File: config.mk
export PLATFORM = sky130hd
export DESIGN_NAME = reg_file_issue
export DESIGN_NICKNAME = d
export VERILOG_FILES = /design/src/rtl/reg_file_pkg.sv /design/src/rtl/reg_scoreboard.sv /design/src/rtl/reg_file_issue.sv
export SDC_FILE = /design/constraint.sdc
export NUM_CORES = 2
export LEC_CHECK = 0
export CAP_MARGIN = 40
export CORE_MARGIN = 10
export CORE_UTILIZATION = 35
export DETAILED_ROUTE_END_ITERATION = 10
export MAX_ROUTING_LAYER = met4
export PLACE_DENSITY = 0.48
export SLEW_MARGIN = 10
export SYNTH_ARGS = -nofsm -noshare
export SYNTH_HDL_FRONTEND = slang
export SYNTH_SLANG_ARGS = --single-unit
File: constraint.sdc
create_clock -name clk -period 10 [get_ports clk]
set_input_delay 1 -clock clk [delete_from_list [all_inputs] [get_ports clk]]
set_output_delay 1 -clock clk [all_outputs]
set_load 0.02 [all_outputs]
File: src/rtl/reg_file_pkg.sv
// rtl/reg_file_pkg.sv - shared types for the decode/operand-fetch boundary
package reg_file_pkg;

  localparam int REG_XLEN    = 32;
  localparam int REG_IDX_W   = 5;

  typedef logic [REG_IDX_W-1:0] reg_idx_t;

  localparam reg_idx_t REG_X0 = '0;

  typedef struct packed {
    reg_idx_t rs1;
    reg_idx_t rs2;
    reg_idx_t rd;
  } reg_file_read_params_t;

  typedef struct packed {
    logic [REG_XLEN-1:0] rs1_data;
    logic [REG_XLEN-1:0] rs2_data;
    reg_idx_t            rd;
    logic                writes_rd;
  } issue_packet_t;

endpackage

File: src/rtl/reg_scoreboard.sv
// rtl/reg_scoreboard.sv - busy-bit scoreboard with RAW/WAW hazard detection
module reg_scoreboard
  import reg_file_pkg::*;
#(
  parameter int NUM_REGS = 32
) (
  input  logic                clk,
  input  logic                rst_n,
  input  logic                set_en,
  input  reg_idx_t            set_idx,
  input  logic                clr_en,
  input  reg_idx_t            clr_idx,
  input  logic                flush_clr_en,
  input  reg_idx_t            flush_clr_idx,
  input  logic                bypass_valid,
  input  reg_idx_t            bypass_idx,
  input  reg_idx_t            rs1,
  input  reg_idx_t            rs2,
  input  reg_idx_t            rd,
  input  logic                writes_rd,
  output logic                hazard
);

  logic [NUM_REGS-1:0] busy;
  logic [NUM_REGS-1:0] busy_next;
  logic                rs1_busy;
  logic                rs2_busy;
  logic                rd_busy;

  // Set is applied last so a new issue wins over a same-index clear.
  always_comb begin
    busy_next = busy;
    if (clr_en)       busy_next[clr_idx]       = 1'b0;
    if (flush_clr_en) busy_next[flush_clr_idx] = 1'b0;
    if (set_en)       busy_next[set_idx]       = 1'b1;
    busy_next[0] = 1'b0;
  end

  always_ff @(posedge clk) begin
    if (!rst_n) begin
      busy <= '0;
    end else begin
      busy <= busy_next;
    end
  end

  assign rs1_busy = busy[rs1] & ~(bypass_valid & (bypass_idx == rs1));
  assign rs2_busy = busy[rs2] & ~(bypass_valid & (bypass_idx == rs2));
  assign rd_busy  = writes_rd & busy[rd] & (rd != REG_X0);
  assign hazard   = rs1_busy | rs2_busy | rd_busy;

endmodule

File: src/rtl/reg_file_issue.sv
// rtl/reg_file_issue.sv - register file, operand bypass and one-entry issue register
module reg_file_issue
  import reg_file_pkg::*;
#(
  parameter int XLEN      = REG_XLEN,
  parameter int NUM_REGS  = 32,
  parameter bit BYPASS_EN = 1'b1
) (
  input  logic                 clk,
  input  logic                 rst_n,
  input  logic                 in_valid,
  output logic                 in_ready,
  input  reg_file_read_params_t in_params,
  input  logic                 in_writes_rd,
  output logic                 out_valid,
  input  logic                 out_ready,
  output logic [XLEN-1:0]      out_rs1_data,
  output logic [XLEN-1:0]      out_rs2_data,
  output reg_idx_t             out_rd,
  output logic                 out_writes_rd,
  input  logic                 wb_valid,
  input  reg_idx_t             wb_rd,
  input  logic [XLEN-1:0]      wb_data,
  input  logic                 flush
);

  logic [XLEN-1:0] regs [NUM_REGS];
  issue_packet_t   out_pkt;
  logic [XLEN-1:0] rs1_val;
  logic [XLEN-1:0] rs2_val;
  logic            wb_fwd;
  logic            hazard;
  logic            slot_free;
  logic            issue;
  logic            set_en;
  logic            flush_clr_en;

  assign wb_fwd    = BYPASS_EN & wb_valid;
  assign slot_free = ~out_valid | out_ready;
  assign in_ready  = slot_free & ~hazard & ~flush & rst_n;
  assign issue     = in_valid & in_ready;
  assign set_en    = issue & in_writes_rd & (in_params.rd != REG_X0);
  // A flushed packet will never write back, so release its destination.
  assign flush_clr_en = flush & out_valid & out_pkt.writes_rd & (out_pkt.rd != REG_X0);

  always_comb begin
    rs1_val = regs[in_params.rs1];
    if (in_params.rs1 == REG_X0) begin
      rs1_val = '0;
    end else if (wb_fwd && (wb_rd == in_params.rs1)) begin
      rs1_val = wb_data;
    end
  end

  always_comb begin
    rs2_val = regs[in_params.rs2];
    if (in_params.rs2 == REG_X0) begin
      rs2_val = '0;
    end else if (wb_fwd && (wb_rd == in_params.rs2)) begin
      rs2_val = wb_data;
    end
  end

  always_ff @(posedge clk) begin
    if (!rst_n) begin
      for (int i = 0; i < NUM_REGS; i++) begin
        regs[i] <= '0;
      end
    end else if (wb_valid && (wb_rd != REG_X0)) begin
      regs[wb_rd] <= wb_data;
    end
  end

  always_ff @(posedge clk) begin
    if (!rst_n) begin
      out_pkt   <= '0;
      out_valid <= 1'b0;
    end else if (flush) begin
      out_valid <= 1'b0;
    end else if (issue) begin
      out_pkt.rs1_data  <= rs1_val;
      out_pkt.rs2_data  <= rs2_val;
      out_pkt.rd        <= in_params.rd;
      out_pkt.writes_rd <= in_writes_rd;
      out_valid         <= 1'b1;
    end else if (slot_free) begin
      out_valid <= 1'b0;
    end
  end

  assign out_rs1_data  = out_pkt.rs1_data;
  assign out_rs2_data  = out_pkt.rs2_data;
  assign out_rd        = out_pkt.rd;
  assign out_writes_rd = out_pkt.writes_rd;

  reg_scoreboard #(
    .NUM_REGS(NUM_REGS)
  ) u_scoreboard (
    .clk           (clk),
    .rst_n         (rst_n),
    .set_en        (set_en),
    .set_idx       (in_params.rd),
    .clr_en        (wb_valid),
    .clr_idx       (wb_rd),
    .flush_clr_en  (flush_clr_en),
    .flush_clr_idx (out_pkt.rd),
    .bypass_valid  (wb_fwd),
    .bypass_idx    (wb_rd),
    .rs1           (in_params.rs1),
    .rs2           (in_params.rs2),
    .rd            (in_params.rd),
    .writes_rd     (in_writes_rd),
    .hazard        (hazard)
  );

endmodule
==> impl_metrics.tcl <==
set metrics [dict create \
    grt_pass1_vias 41600 \
    met2_length_um 119000 \
    avgSynthCellArea_um2 13.6 \
    synth_top_area_cell "edfxtp_1" \
    grt_max_degree 104 \
    grt.total_usage_pct 27.4 \
    critPathArrivalTime_ns 4.36 \
    dp.cells 6621 \
    place_congestion 0.844 \
    comb_power_share_pct 12.5 \
    yosys.cell_types.count 65 \
    final-hold-violation-count 0 \
    final_cells 6888 \
    grt_overflow 0 \
    cts_root_buffer "clkbuf_16" \
    clock_skew_ns 0.0265 \
    core-area_um2 171000 \
    cts.sinks 1126 \
    first_pass_iters 8 \
    powerDensity_nw_per_um2 170 \
    required_ns 9.00 \
    finalSetupTns_ns 0 \
    internal_power_mw 8.71 \
    drive_gt1_share_pct 19.5 \
    drcViolationCount 0 \
    wl_met3_um 24800 \
    yosys.area.top_type_share_pct 51.1 \
    slew_violations 0 \
    end_kind "output pin" \
    first_iter_violations 6369 \
    wl_per_cell_um 37.8 \
    hp-start "out_rs1_data[21]" \
    cp_max_fo 22 \
    cts_setup_buffers 0 \
    clock.fmax_mhz 186 \
    place_area_um2 65500 \
    synth-edff-count 1024 \
    rsz0062_at_grt "false" \
    ys_warn_count 0 \
    setup.worst_path.start "in_params[13]" \
    vdd_drop_max_v 0.000172 \
    ant_nets 0 \
    clock_latency_ns 0.79 \
    r2r-start "u_scoreboard.busy[12]" \
    pre_cts_ws_ns 4.23 \
    wirelength_um 261000 \
    synth_area_leaders "edfxtp_1, mux4_2, and2_1" \
    max_slew_margin_pct 29.1 \
    power_switching_mw 3.14 \
    tightest_slew_ns 1.06 \
    antenna_found_initial 42 \
    setup_violations 0 \
    cap_violations 0 \
    whs_ns 0.474 \
    async_reset_ff_share_pct 0 \
    hpwl_um 152000 \
    cts.repair.resized 0 \
    fin_area_um2 69800 \
    rows 152 \
    ys_ff_latch 1126 \
    viasPerCell 6.25 \
    status "completed" \
    synth-main-ff-cell "edfxtp_1" \
    nets 4506 \
    die_w_um 435 \
    synth_commonest_cells "edfxtp_1, and2_1, mux4_2, clkbuf_1, mux2i_1" \
    dieArea_um2 189000 \
    cts_inserted_buffers 133 \
    clk_pin_slew_ns 0.06 \
    synth_most_common_cell "edfxtp_1" \
    vias 43000 \
    initial_core_util_pct 35.1 \
    start_kind "input pin" \
    cts_hold_buf 0 \
    ys_seq_area_share_pct 54.5 \
    syn_area_um2 60200 \
    cts_tree "done" \
    wl_met1_um 107000 \
    syn_to_final_growth_pct 16.0 \
    switching_share_pct 26.5 \
    setup_ws_ns 4.64 \
    post-route-period-util_pct 53.6 \
    grt_pass1_wl_um 356000 \
    htreeDepth 4 \
    min_path_type "reg2reg" \
    clockBufferDepth 3 \
    port_buffers 130 \
    p_leak_nw 23.9 \
    io_pins 131 \
    path_class "in2out" \
    fp.dieH_um 435 \
    netlist_instances 4437 \
    pwr-share-clk_pct 40.9 \
    fin_crit_ns 5.36 \
    power_frac_seq_pct 46.6 \
    topRoutingLayerUsed "met4" \
]
area by class of cell:
type / instances / area (um^2)
clock inverters: 51 / 432
flip-flops and latches: 1126 / 32800
diodes: 26 / 65.1
fillers: 15800 / 102000
inverters: 14 / 52.6
repair buffers: 334 / 3630
multi-input cells: 2838 / 26200
well taps: 2310 / 2890
clock buffers: 189 / 3780
power by group through the flow:
stage          sequential [mW]  clock, mW  combinational, mW
5_1_grt                   5.54       5.07               1.53
6_report                  5.52       4.85               1.48
3_3_place_gp              5.61          0               1.41
3_5_place_dp              5.61          0               1.46
2_1_floorplan             5.58          0              0.839
4_1_cts                   5.52       4.90               1.46
layer usage:
layer / vias to the layer above / track usage, %
met1: 22600 / 36.9
met5: - / -
met4: 0 / 10.1
met2: 2711 / 41.6
li1: 17200 / -
met3: 548 / 4.82
state kept, by name, summed over array words and instances, names as in the netlist:
| signal | cells |
|---|---|
| u_scoreboard.busy | 31 |
| out_writes_rd | 1 |
| out_rs1_data | 32 |
| regs | 1024 |
| out_valid | 1 |
| out_rd | 5 |
| out_rs2_data | 32 |
path summary, 6_finish.rpt:
path / end / slack [ns] / cells past startpoint
setup / recovery: in_ready / 4.64 / 10
hold / removal: out_rs1_data[21] / 0.47 / 1
setup reg to reg: out_rs1_data[6] / 6.24 / 10
hold reg to reg: out_rs1_data[21] / 0.47 / 1
cell families (layout without fill, tap and decap cells):
kind of cell / Yosys count / in the layout / share of synthesized area, %
AO/OA/AOI/OAI: 615 / 615 / 7.62
XOR/XNOR: 10 / 10 / 0.145
buffers and inverters: 504 / 588 / 3.44
flip-flops: 1126 / 1126 / 54.5
multiplexers: 721 / 721 / 20.3
other: 1 / 58 / 0.00623
AND/OR/NAND/NOR: 1460 / 1460 / 14.1
cells in the final DEF, fill, tap and decap left out, types with 102 or more instances in the layout:
cell type	Yosys	routed
and2_1	966	965
clkdlybuf4s50_1	0	122
nand2_1	113	109
buf_4	6	150
mux4_2	397	397
mux2i_1	318	318
edfxtp_1	1024	1024
dfxtp_1	102	102
nand3_1	137	133
a22oi_1	220	220
clkbuf_16	0	138
worst max-delay path, stage by stage:
cell and delay, ns:
clkdlybuf4s50_1 0.46, buf_4 0.41, xor2_1 0.19, nor4_4 0.51, nand3_1 0.15, buf_4 0.29
o211ai_1 0.26, o211ai_1 0.21, nor2_1 0.21, clkdlybuf4s50_1 0.65
metrics by stage:
stage	power (mW)	utilization [%]
final	11.9	40.7
after global routing	12.1	40.7
after CTS	11.9	40.7
after detailed placement	7.07	38.2
after global placement	7.02	37.6
after floorplan	6.41	-
(Power assumes the default switching activity.)
